## src/rtl/io_out_serializer.sv

```systemverilog
// io_out_serializer
//   Parallel-to-serial driver for one IO buffer (PADDO + active-high tristate T).
//   Words arrive over valid/ready and leave LSB first, one bit per clk. Each burst
//   is framed by one lead and one trail cycle of driven IDLE_LEVEL. A word offered
//   while the last bit of the current word is on the pad is chained without a gap.
//
// Ports
//   clk      in   1      clock, rising edge
//   rst      in   1      asynchronous reset, active high
//   s_valid  in   1      upstream word valid
//   s_ready  out  1      word accepted on this edge if s_valid is high
//   s_data   in   WIDTH  word to serialize, bit 0 first
//   paddo    out  1      to IO buffer PADDO
//   padt     out  1      to IO buffer T (1 = pad released)
//   busy     out  1      high whenever the FSM is not in IDLE
//
// State  | meaning
// IDLE   | pad parked at IDLE_LEVEL / TRISTATE_WHEN_IDLE, ready for a word
// LEAD   | one driven IDLE_LEVEL cycle before the first data bit
// SHIFT  | data bit sr[0] on the pad, cnt = index of that bit
// TRAIL  | one driven IDLE_LEVEL cycle after the last data bit

module io_out_serializer #(
  parameter int   WIDTH              = 8,
  parameter logic IDLE_LEVEL         = 1'b1,
  parameter logic TRISTATE_WHEN_IDLE = 1'b1
) (
  input  logic             clk,
  input  logic             rst,
  input  logic             s_valid,
  output logic             s_ready,
  input  logic [WIDTH-1:0] s_data,
  output logic             paddo,
  output logic             padt,
  output logic             busy
);

  localparam int CW = $clog2(WIDTH);
  localparam logic [CW-1:0] CNT_LAST = CW'(WIDTH - 1);

  localparam logic [1:0] IDLE  = 2'd0;
  localparam logic [1:0] LEAD  = 2'd1;
  localparam logic [1:0] SHIFT = 2'd2;
  localparam logic [1:0] TRAIL = 2'd3;

  logic [1:0]       state;
  logic [WIDTH-1:0] sr;
  logic [CW-1:0]    cnt;
  logic             cnt_last;

  assign cnt_last = (cnt == CNT_LAST);

  // Ready depends on flops only, so there is no s_valid -> s_ready path.
  always_comb begin
    s_ready = 1'b0;
    if (state == IDLE)
      s_ready = 1'b1;
    else if (state == SHIFT && cnt_last)
      s_ready = 1'b1;
  end

  // Pad outputs decoded purely from flops: no input-to-pad combinational path.
  always_comb begin
    paddo = IDLE_LEVEL;
    padt  = 1'b0;
    busy  = 1'b1;
    case (state)
      IDLE: begin
        padt = TRISTATE_WHEN_IDLE;
        busy = 1'b0;
      end
      SHIFT:   paddo = sr[0];
      default: ;
    endcase
  end

  always_ff @(posedge clk or posedge rst) begin
    if (rst) begin
      state <= IDLE;
      sr    <= '0;
      cnt   <= '0;
    end else begin
      case (state)
        IDLE: begin
          if (s_valid) begin
            sr    <= s_data;
            state <= LEAD;
          end
        end
        LEAD: begin
          cnt   <= '0;
          state <= SHIFT;
        end
        SHIFT: begin
          if (cnt_last) begin
            // Last bit on the pad: chain the next word or close the burst.
            // cnt is reset either way so it never steps past WIDTH-1.
            cnt <= '0;
            if (s_valid) begin
              sr <= s_data;
            end else begin
              sr    <= sr >> 1;
              state <= TRAIL;
            end
          end else begin
            sr  <= sr >> 1;
            cnt <= cnt + 1'b1;
          end
        end
        TRAIL:   state <= IDLE;
        default: state <= IDLE;
      endcase
    end
  end

endmodule

```

## config.mk

```make
export PLATFORM = sky130hd
export DESIGN_NAME = io_out_serializer
export DESIGN_NICKNAME = d
export VERILOG_FILES = /design/src/rtl/io_out_serializer.sv
export SDC_FILE = /design/constraint.sdc
export NUM_CORES = 1
export LEC_CHECK = 0
export CAP_MARGIN = 10
export CORE_MARGIN = 1.5
export CORE_UTILIZATION = 40
export CTS_BUF_LIST = sky130_fd_sc_hd__clkbuf_8
export CTS_CLUSTER_DIAMETER = 200
export CTS_CLUSTER_SIZE = 24
export DETAILED_ROUTE_END_ITERATION = 8
export MAX_ROUTING_LAYER = met4
export PLACE_DENSITY_LB_ADDON = 0.3
export SLEW_MARGIN = 10
export SYNTH_ARGS = -nofsm -noshare
export SYNTH_HDL_FRONTEND = slang
export SYNTH_SLANG_ARGS = --single-unit
```

## constraint.sdc

```tcl
create_clock -name clk -period 1.85 [get_ports clk]
set_input_delay 0.185 -clock clk [delete_from_list [all_inputs] [get_ports clk]]
set_output_delay 0.185 -clock clk [all_outputs]
set_load 0.005 [all_outputs]
```

==> results of run 1 <==
[area by class of cell]
| type | count | area [um2] | area share [%] |
|---|---|---|---|
| Inverter | 8 | 30.03 | 3.117 |
| Timing Repair Buffer | 15 | 147.6 | 15.32 |
| Clock buffer | 3 | 41.29 | 4.286 |
| Tap cell | 25 | 31.28 | 3.247 |
| Sequential cell | 13 | 325.3 | 33.77 |
| Clock inverter | 1 | 3.754 | 0.3896 |
| Multi-Input combinational cell | 47 | 384.1 | 39.87 |
[power by group through the flow]
stage	clock network (W)	logic, W	registers [W]
floorplan	0	0.000634	0.000478
global placement	0	0.000765	0.000489
detailed placement	0	0.000775	0.000498
CTS	0.000250	0.000793	0.000493
global route	0.000260	0.000937	0.000519
finish	0.000243	0.000842	0.000502
[logic make-up after synthesis]
kind of cell,Yosys count
AOI/OAI and AO/OA,15
buffers and inverters,11
DFF,13
muxes,11
and+or+nand+nor,16
adders and majority gates,5
[sequential cells by signal, summed over array words and instances (netlist names)]
name   count
cnt        3
sr         8
state      2
[stage by stage]
step / instance area, um2 / cells / util (%) / hold WS [ns]
after floorplan: 733.2 / 71 / - / 0.06196
after global placement: 878.3 / 108 / 50.87 / 0.5068
after detailed placement: 878.3 / 108 / 50.87 / 0.5162
after CTS: 928.4 / 112 / 53.77 / 0.2804
after global routing: 963.4 / 112 / 55.80 / 0.3480
final: 963.4 / 112 / 55.80 / 0.2618
[layer usage]
layer	part of all wire, %	vias to the layer above	track usage [%]
li1	-	269	-
met1	46	242	15.38
met2	50	8	22.54
met3	3.3	2	2.381
met4	0.77	0	8.571
met5	0	-	-
[critical path, cell delays in order, from the launching register on]
cell             delay (ns)
dfrtp_1                0.41
inv_2                  0.11
ha_4                   0.20
nand2_1                0.06
nand2_1                0.06
clkdlybuf4s50_1        0.50
[cells in the final DEF (no fill, tap or decap)]
| cell | instances |
|---|---|
| clkdlybuf4s50_1 | 14 |
| dfrtp_1 | 13 |
| mux2i_1 | 8 |
| a21oi_1 | 8 |
| inv_1 | 8 |
| nor2_1 | 7 |
| o21ai_0 | 4 |
| nand2_1 | 3 |
| ha_4 | 3 |
| clkbuf_8 | 3 |
| nand2b_1 | 2 |
| nand3_1 | 2 |
| mux2_4 | 1 |
| a21boi_2 | 1 |
| nor3b_1 | 1 |
| a21o_1 | 1 |
| mux2_1 | 1 |
| o22ai_2 | 1 |
| nor3_1 | 1 |
| mux2_2 | 1 |
| inv_2 | 1 |
| ha_1 | 1 |
| ha_2 | 1 |
| buf_4 | 1 |
[worst paths after layout]
check	startpoint	cells past startpoint	end
setup / recovery	state[0]	5	s_ready
hold / removal	rst	2	cnt[0]
setup reg to reg	cnt[0]	5	state[1]
hold reg to reg	sr[1]	2	sr[1]
max in group asynchronous	rst	2	sr[6]
min in group clk	s_data[7]	3	sr[7]
[timing repair]
action | in CTS | in global routing
pin swaps | 0 | 1
setup endpoints to repair | 1 | 1
gates resized for setup | 2 | 6
==> run summary, run 1 <==
==================================================================================================
Run status .......................................................................... finished clean
Yosys cell types ....................................................................           19
Number of fill cells in the layout ..................................................          165
Vias per std cell ...................................................................        4.652
Port Buffer Count ...................................................................           14
Skew final .......................................................................... 0.0004680 ns
Core Rows ...........................................................................           15
Combinational Power Share ...........................................................        53.1%
Critical path fanouts, max ..........................................................            9
DPL Wire Length .....................................................................     895.7 um
Synthesized net count ...............................................................           87
Number of DRC violations after detailed-routing iteration 0 .........................            7
Most common flop cell mapped by yosys ...............................................      dfrtp_1
Ys Warns ............................................................................            0
Area contributors post-synth ........................................................ dfrtp_1 (44%), mux2i_1 (11%), ha_1 (8.5%)
Total global routing overflow .......................................................            0
Post-place setup slack ..............................................................    0.2473 ns
Total iterations of the first detailed-routing run ..................................            2
Routed wire length per instance .....................................................     11.53 um
Final routed wirelength across all metal layers .....................................      1291 um
Simple-gate area share of the yosys netlist .........................................       9.898%
Async set-reset flop share out of synthesis .........................................       100.0%
Antenna violations before repair ....................................................            0
Number of enable-type register cells in the synthesized netlist .....................            0
Compound-Gate Fraction of Synth Area ................................................       12.46%
Die footprint ....................................................................... 0.002099 mm2
Final GP Congestion .................................................................       0.6715
Clock Path Buffers ..................................................................            2
Clock latency reported for the late side of the worst-skew pair .....................      0.24 ns
Post-layout total power .............................................................   0.001588 W
Clock period minus final worst setup slack ..........................................     1.755 ns
Most frequent cells after synthesis ................................................. dfrtp_1 (13), a21oi_1 (8), inv_1 (8), mux2i_1 (8), nor2_1 (7)
Cell type contributing the most total cell area after synthesis .....................      dfrtp_1
Leakage .............................................................................    0.4189 nW
Starting density of the core ........................................................       42.46%
Die span in x .......................................................................     45.82 um
Number of diodes added for antenna fixing ...........................................            0
Fin. Hold Viols .....................................................................            0
Worst Setup Path Type ...............................................................      reg2out
First-pass GRT wire length ..........................................................      1945 um
Net Sw Power ........................................................................  0.0005675 W
Layout net count ....................................................................          104
Relative slew slack .................................................................       68.01%
Highest ir drop seen on vdd .........................................................     1.238 mV
Post-synthesis average cell area ....................................................    10.33 um2
Main combinational cell family by area after synthesis .............................. multiplexers
Most frequent cell after synthesis ..................................................      dfrtp_1
Final Slew Violations ...............................................................            0
Setup violation total in the final timing report ....................................            0
Post-synthesis sequential element count .............................................           13
Critical Path Source Type ...........................................................         flop
Netlist area before placement .......................................................    733.2 um2
Crit path DAT .......................................................................      1.57 ns
Vias in the first global route ......................................................          501
Die height ..........................................................................     45.82 um
Cell area power density .............................................................  1648 mW/mm2
Clock root buffer master ............................................................     clkbuf_8
Synth top area share ................................................................       44.37%
Worst Tran Pin Value ................................................................    0.4793 ns
CTS H-tree depth ....................................................................            1
Pin count of the biggest net entering global routing ................................           16
Post-route clock period utilization .................................................       94.87%
Clk sinks ...........................................................................           13
Clk pwr share .......................................................................        15.3%
Core region area .................................................................... 0.001727 mm2
Classification of the worst-slack hold path .........................................     in2async
Sequential cell fraction of total power .............................................        31.6%
Multiplexer share of the synthesized area ...........................................       16.04%
Worst setup EP type ................................................................. primary output
Smallest setup slack after layout ...................................................   0.09482 ns
Vias ................................................................................          521
Clock tree from TritonCTS ...........................................................        built
RSZ-0062 raised after global routing ................................................           no
Global-route total usage across every layer .........................................       13.76%
Final-layout setup total negative slack .............................................         0 ns
Internal power of the cells .........................................................   0.001020 W
Cells after Synth ...................................................................           71
Post-synthesis sequential area ratio ................................................       44.37%
Remaining routing DRC violations ....................................................            0
Max Clock Freq ......................................................................    569.7 MHz
Required @ worst endpoint ...........................................................      1.66 ns
Register-to-register setup slack ....................................................      0.20 ns
Post-cts hold buffer count ..........................................................            0
Max-capacitance violation count .....................................................            0
Net switching fraction of the power .................................................       35.74%
Number of buffers created by CTS ....................................................            3
Antenna Violating Nets Remaining ....................................................            0
Area growth, synth to finish ........................................................       31.40%
Synthesized-area fraction occupied by xor and xnor cells ............................           0%
I/O pins ............................................................................           15
Post-CTS Setup Bufs .................................................................            0
Layout cell share with drive strength beyond 1 ......................................       14.94%
Share of synthesized cell area in full adder, half adder and majority cells .........       8.532%
Clock transition time at the flip-flop clock pins of the worst setup and hold paths .      0.05 ns
==================================================================================================
Power figures use the tool's default switching activity.
==> run 2: changes to the inputs <==
Settings changed: ABC_AREA set to 1.
==> run summary, run 2 <==
==================================================================================================
Main combinational cell family by area after synthesis .............................. simple AND/OR/NAND/NOR gates
Relative slew slack .................................................................       67.07%   -0.94 points
Worst setup EP type ................................................................. primary output
Vias per std cell ...................................................................        4.640   -0.25%
Area contributors post-synth ........................................................ dfrtp_1 (41%), nand2_1 (16%), nand3_1 (11%)
Simple-gate area share of the yosys netlist .........................................       34.71%   +25 points
Async set-reset flop share out of synthesis .........................................       100.0%   unchanged
Total iterations of the first detailed-routing run ..................................            4   +2
Post-route clock period utilization .................................................       94.43%   -0.44 points
Crit path DAT .......................................................................      1.56 ns   about the same
Register containing the most flip-flops in the final layout .........................           sr
Clock tree from TritonCTS ...........................................................        built
Vias ................................................................................          696   +34%
Area growth, synth to finish ........................................................       28.21%
Setup violation total in the final timing report ....................................            0   unchanged
Highest ir drop seen on vdd .........................................................     1.006 mV   -19%
Post-synthesis sequential element count .............................................           13   unchanged
Buf+Inv Stages, Crit Path ...........................................................            1   -1
Register-to-register setup slack ....................................................      0.51 ns   +0.31 ns
Core region area .................................................................... 0.001783 mm2   +3.3%
Worst Tran Pin Value ................................................................    0.4934 ns   +0.01407 ns
Max Clock Freq ......................................................................    572.4 MHz   +0.47%
Count of placed standard cells in the final layout, fillers left out ................          150   +34%
Clk sinks ...........................................................................           13   unchanged
Vias in the first global route ......................................................          628   +25%
Port Buffer Count ...................................................................           14   unchanged
Net switching fraction of the power .................................................       41.13%   +5.4 points
Worst Setup Path Type ...............................................................      reg2out
Cells after Synth ...................................................................          108   +52%
Clk pwr share .......................................................................        15.3%   about the same
Worst R2R Path Depth ................................................................            8   +3
Skew final ..........................................................................  0.001875 ns   +0.001407 ns
Global-route total usage across every layer .........................................       16.96%   +3.2 points
DPL Wire Length .....................................................................      1132 um   +26%
Commonest non-fill, non-tap cell in the layout ......................................      nand2_1
Clock latency reported for the late side of the worst-skew pair .....................      0.24 ns   about the same
Total global routing overflow .......................................................            0   unchanged
Share of synthesized cell area in full adder, half adder and majority cells .........       7.924%   -0.61 points
Die footprint ....................................................................... 0.002249 mm2   +7.2%
Number of fill cells in the layout ..................................................          162   -1.8%
Post-route design area .............................................................. 0.001012 mm2   +5.1%
Synthesized-area fraction occupied by xor and xnor cells ............................           0%   unchanged
Fin. Hold Viols .....................................................................            0   unchanged
Clock root buffer master ............................................................     clkbuf_8
Clock Path Buffers ..................................................................            2   unchanged
Reg2Reg Launch Point ................................................................     state[0]
Pin count of the biggest net entering global routing ................................           14   -2
Yosys cell types ....................................................................           13   -6
Internal power of the cells .........................................................  0.0009353 W   -8.3%
Post-synthesis sequential area ratio ................................................       41.20%   -3.2 points
Sequential cell fraction of total power .............................................        30.7%   -0.9 points
Netlist area before placement .......................................................    789.5 um2   +7.7%
Die span in x .......................................................................     47.43 um   +3.5%
Combinational Power Share ...........................................................        54.0%   +0.9 points
Worst hold slack ....................................................................    0.2675 ns   +0.005657 ns
Starting density of the core ........................................................       44.28%   +1.8 points
Most common flop cell mapped by yosys ...............................................      dfrtp_1
Most frequent cells after synthesis ................................................. nand2_1 (34), inv_1 (22), nand3_1 (17)
Cell type contributing the most total cell area after synthesis .....................      dfrtp_1
Critical register-to-register path endpoint .........................................        sr[5]
Max-capacitance violation count .....................................................            0   unchanged
Core Rows ...........................................................................           15   unchanged
Kind of cell with the highest combined delay on the critical path ................... buffers and inverters
Leakage .............................................................................    0.5452 nW   +30%
Classification of the worst-slack hold path .........................................     in2async
Routed wire length per instance .....................................................     9.880 um   -14%
Final GP Congestion .................................................................       0.7609   +13%
Synthesized net count ...............................................................          124   +43%
CTS H-tree depth ....................................................................            1   unchanged
Final Slew Violations ...............................................................            0   unchanged
Slowest-stage cell, CP .............................................................. clkdlybuf4s50_1
Largest register FFs ................................................................            8   unchanged
Layout cell share with drive strength beyond 1 ......................................       12.00%   -2.9 points
Ys Warns ............................................................................            0   unchanged
Most used cell, CP ..................................................................      nand2_1
Die height ..........................................................................     47.43 um   +3.5%
Count of placed standard cells including taps .......................................          146   +35%
Number of diodes added for antenna fixing ...........................................            0   unchanged
Clock transition time at the flip-flop clock pins of the worst setup and hold paths .      0.05 ns   about the same
Number of enable-type register cells in the synthesized netlist .....................            0   unchanged
Clock period minus final worst setup slack ..........................................     1.747 ns   -0.008190 ns
Placed cell areas ...................................................................    949.7 um2   +8.1%
Antenna violations before repair ....................................................            0   unchanged
Ordered cell list for the critical path ............................................. ha_1 -> ha_2 -> nand2_1 -> nand2_1 -> clkdlybuf4s50_1
Number of buffers created by CTS ....................................................            3   unchanged
Commonest non-fill, non-tap cells in the layout ..................................... nand2_1 (34), inv_1 (22), nand3_1 (17)
Cell area power density .............................................................  1570 mW/mm2   -4.8%
Run status .......................................................................... finished clean
RSZ-0062 raised after global routing ................................................           no
Synth top area share ................................................................       41.20%   -3.2 points
Post-CTS Setup Bufs .................................................................            0   unchanged
Net Sw Power ........................................................................  0.0006534 W   +15%
Layout net count ....................................................................          142   +37%
Compound-Gate Fraction of Synth Area ................................................       1.902%   -11 points
Remaining routing DRC violations ....................................................            0   unchanged
Critical path fanouts, max ..........................................................            2   -7
Total area of sequential cells ......................................................    325.3 um2   unchanged
Critical Path Source Type ...........................................................         flop
Antenna Violating Nets Remaining ....................................................            0   unchanged
Final-layout setup total negative slack .............................................         0 ns   unchanged
Largest registers ................................................................... sr: 8 flops, cnt: 3 flops, state: 2 flops
Footprint of the multi-input gates ..................................................    369.1 um2   -3.9%
Number of DRC violations after detailed-routing iteration 0 .........................           13   +6
Slowest cell delay on critical path .................................................      0.43 ns   -0.07 ns
Final routed wirelength across all metal layers .....................................      1482 um   +15%
I/O pins ............................................................................           15   unchanged
Most frequent cell after synthesis ..................................................      nand2_1
First-pass GRT wire length ..........................................................      2573 um   +32%
Post-synthesis average cell area ....................................................    7.310 um2   -29%
Required @ worst endpoint ...........................................................      1.66 ns   about the same
Multiplexer share of the synthesized area ...........................................           0%   -16 points
==================================================================================================
-- run 2: changes by cell type after synthesis, sizes merged, moves of 3 or more --
cell,delta
nand2,+35
inv,+17
nand3,+15
a21oi,-8
mux2i,-8
nor2,-7
nand4,+4
mux2,-3
-- run 2: worst reg2reg max path, cell delays in order, from the launching register on --
cell and delay [ns]:
dfrtp_1 0.38, inv_2 0.09, ha_4 0.18, buf_4 0.18
nand2_2 0.08, nand2_4 0.10, inv_2 0.10, nand2_1 0.07
nand2_1 0.06
-- run 2: worst max-delay path by stage --
stage,startpoint,to,depth (start not counted)
3_5_place_dp,state[0],paddo,5
4_1_cts,state[0],paddo,5
5_1_grt,cnt[0],s_ready,5
2_1_floorplan,cnt[0],sr[0],7
6_report,cnt[0],s_ready,5
3_3_place_gp,state[0],paddo,5
-- run 2: per-stage QoR --
stage	setup WS (ns)	power, W	utilization (%)
finish	0.1030	0.001589	56.77
detailed placement	0.2114	0.001321	53.26
CTS	0.01360	0.001582	55.93
global placement	0.2434	0.001300	53.26
floorplan	0.6412	0.001084	-
global route	0.03150	0.001752	56.77
-- run 2: timing repair --
action | in CTS | in global routing
gates resized for setup | 1 | 4
hold buffers | 0 | 0
hold endpoints to repair | 0 | 0
pin swaps | 0 | 0
endpoints found under the setup margin | 1 | 2
-- run 2: area by class of cell --
class,instances,area share (%)
Clock buffer,3,4.079
Sequential cell,13,32.14
Timing Repair Buffer,15,14.59
Inverter,25,9.271
Tap cell,25,3.090
Clock inverter,1,0.3708
Multi-Input combinational cell,68,36.46
-- run 2: cell families after synthesis --
family | count (synthesis)
simple gates | 60
buf+inv | 27
flops | 13
fa+ha+maj | 5
compound gates | 3
-- run 2: power groups by stage --
stage / sequential [W] / clock, W / combinational (W)
2_1_floorplan: 0.000471 / 0 / 0.000614
3_3_place_gp: 0.000478 / 0 / 0.000822
3_5_place_dp: 0.000487 / 0 / 0.000834
4_1_cts: 0.000483 / 0.000250 / 0.000848
5_1_grt: 0.000506 / 0.000262 / 0.000983
6_report: 0.000488 / 0.000243 / 0.000858
-- run 2: layer usage --
layer  wire length, um  GRT usage, %  vias up  part of all wire [%]
li1                  -             -      364                     -
met1               656         19.66      327                    44
met2               798         28.65        5                    54
met3                27         2.264        0                   1.8
met4                 0         8.333        0                     0
met5                 0             -        -                     0
==> run 3: changes to the inputs <==
Settings changed: CAP_MARGIN 10 to 15, CORE_MARGIN 1.5 to 3.
==> run summary, run 3 (synthesized netlist as in run 2, its figures left out) <==
==================================================================================================
Vias per std cell ...................................................................        4.428   -4.6%
Clock tree from TritonCTS ...........................................................        built
Highest-utilization routing layer at the global route stage .........................         met2
Met2 usage in global routing ........................................................       20.22%   -8.4 points
DPL Wire Length .....................................................................      1160 um   +2.4%
GR met1 Demand/Resource .............................................................       18.99%   -0.67 points
Fin. Hold Viols .....................................................................            0   unchanged
Relative slew slack .................................................................       66.64%   -0.43 points
Die footprint ....................................................................... 0.002543 mm2   +13%
Footprint of the multi-input gates ..................................................    366.6 um2   -0.68%
Leakage .............................................................................    0.5706 nW   +4.7%
Antenna violations before repair ....................................................            0   unchanged
Max Clock Freq ......................................................................    572.4 MHz   about the same
Max-capacitance violation count .....................................................            0   unchanged
Critical path fanouts, max ..........................................................            7   +5
Starting density of the core ........................................................       43.82%   -0.46 points
Layout net count ....................................................................          144   +1.4%
Largest registers ................................................................... sr: 8 flops, cnt: 3 flops, state: 2 flops
Total global routing overflow .......................................................            0   unchanged
Total area of sequential cells ......................................................    325.3 um2   unchanged
Required @ worst endpoint ...........................................................      1.66 ns   about the same
Final-layout setup total negative slack .............................................         0 ns   unchanged
Layout cell share with drive strength beyond 1 ......................................       12.60%   +0.60 points
Number of DRC violations after detailed-routing iteration 0 .........................           11   -2
Final GP Congestion .................................................................       0.8469   +11%
Post-cts hold buffer count ..........................................................            0   unchanged
Commonest non-fill, non-tap cell in the layout ......................................      nand2_1
Register containing the most flip-flops in the final layout .........................           sr
I/O pins ............................................................................           15   unchanged
Setup violation total in the final timing report ....................................            0   unchanged
Vias ................................................................................          673   -3.3%
Clock transition time at the flip-flop clock pins of the worst setup and hold paths .      0.06 ns   about the same
Clock period minus final worst setup slack ..........................................     1.747 ns   +0.00009500 ns
Placed cell areas ...................................................................    949.7 um2   unchanged
Final routed wirelength across all metal layers .....................................      1542 um   +4.0%
Area growth, synth to finish ........................................................       30.11%
Number of diodes added for antenna fixing ...........................................            0   unchanged
Clk sinks ...........................................................................           13   unchanged
Crit path DAT .......................................................................      1.56 ns   about the same
Pin count of the biggest net entering global routing ................................           14   unchanged
Number of buffers created by CTS ....................................................            3   unchanged
Port Buffer Count ...................................................................           14   unchanged
Cell area power density .............................................................  1573 mW/mm2   +0.24%
Worst setup EP type ................................................................. primary output
Post-route clock period utilization .................................................       94.44%   about the same
Core Rows ...........................................................................           15   unchanged
Total iterations of the first detailed-routing run ..................................            4   unchanged
Worst hold slack ....................................................................    0.2694 ns   +0.001894 ns
Critical Path Source Type ...........................................................         flop
First-pass GRT wire length ..........................................................      2622 um   +1.9%
CTS H-tree depth ....................................................................            1   unchanged
Clock latency reported for the late side of the worst-skew pair .....................      0.24 ns   about the same
Clock Path Buffers ..................................................................            2   unchanged
Die span in x .......................................................................     50.43 um   +6.3%
Routed wire length per instance .....................................................     10.14 um   +2.7%
Number of fill cells in the layout ..................................................          173   +6.8%
Commonest non-fill, non-tap cells in the layout ..................................... nand2_1 (34), inv_1 (22), nand3_1 (17)
Skew final .......................................................................... 0.0004609 ns   -0.001414 ns
Final Slew Violations ...............................................................            0   unchanged
Classification of the worst-slack hold path .........................................     in2async
Vias in the first global route ......................................................          593   -5.6%
Global-route total usage across every layer .........................................       13.87%   -3.1 points
Core region area .................................................................... 0.001802 mm2   +1.1%
Remaining routing DRC violations ....................................................            0   unchanged
Clock root buffer master ............................................................     clkbuf_8
Run status .......................................................................... finished clean
Largest register FFs ................................................................            8   unchanged
Die height ..........................................................................     50.43 um   +6.3%
Post-route design area .............................................................. 0.001027 mm2   +1.5%
RSZ-0062 raised after global routing ................................................           no
Worst Tran Pin Value ................................................................    0.4998 ns   +0.006491 ns
Layout Utilization ..................................................................       57.01%   +0.24 points
Met3 demand-to-capacity share in global routing .....................................       2.671%   +0.41 points
Highest ir drop seen on vdd .........................................................     1.114 mV   +11%
Antenna Violating Nets Remaining ....................................................            0   unchanged
Worst Setup Path Type ...............................................................      reg2out
==================================================================================================
run 3: critical path, stage by stage (launching register included):
cell and delay (ns):
dfrtp_1 0.38, inv_2 0.09, ha_4 0.18, inv_2 0.04, or2_1 0.20, clkdlybuf4s50_1 0.44
run 3: area by class of cell:
| cell class | instances | area share (%) |
|---|---|---|
| repair buffers | 17 | 16.08 |
| multi-input cells | 68 | 35.69 |
| inverters | 25 | 9.135 |
| well taps | 25 | 3.045 |
| clock inverters | 1 | 0.3654 |
| flip-flops and latches | 13 | 31.67 |
| clock buffers | 3 | 4.019 |
run 3: path summary, 6_finish.rpt:
kind                          start     end  slack (ns)  cells past startpoint
max                        state[0]   paddo        0.10                      5
min                             rst   sr[4]        0.27                      2
max reg2reg                  cnt[0]   sr[0]        0.48                      7
min reg2reg                   sr[6]   sr[6]        0.48                      2
max in group asynchronous       rst  cnt[2]        1.25                      2
min in group clk              sr[6]   sr[6]        0.48                      2
run 3: repair_timing:
action / CTS / global route
cloned: 0 / 0
setup buffers: 0 / 2
setup endpoints to repair: 2 / 2
gates resized for setup: 2 / 3
pin swaps: 0 / 0
run 3: per-stage QoR:
stage | instances | worst slack (ns) | total power, W
2_1_floorplan | 108 | 0.6412 | 0.001084
3_3_place_gp | 146 | 0.2442 | 0.001294
3_5_place_dp | 146 | 0.1955 | 0.001316
4_1_cts | 150 | 0.03648 | 0.001595
5_1_grt | 152 | 0.02041 | 0.001790
6_report | 152 | 0.1029 | 0.001616
run 3: power breakdown:
part           switching [W]  internal, W
Combinational       0.000490     0.000392
Clock              0.0000986     0.000146
Sequential         0.0000723     0.000418
Total               0.000660     0.000956
run 3: metal layers:
metal	wire (um)	vias up
met5	0	-
met4	16	0
met3	35	2
met2	758	6
met1	732	295
li1	-	370
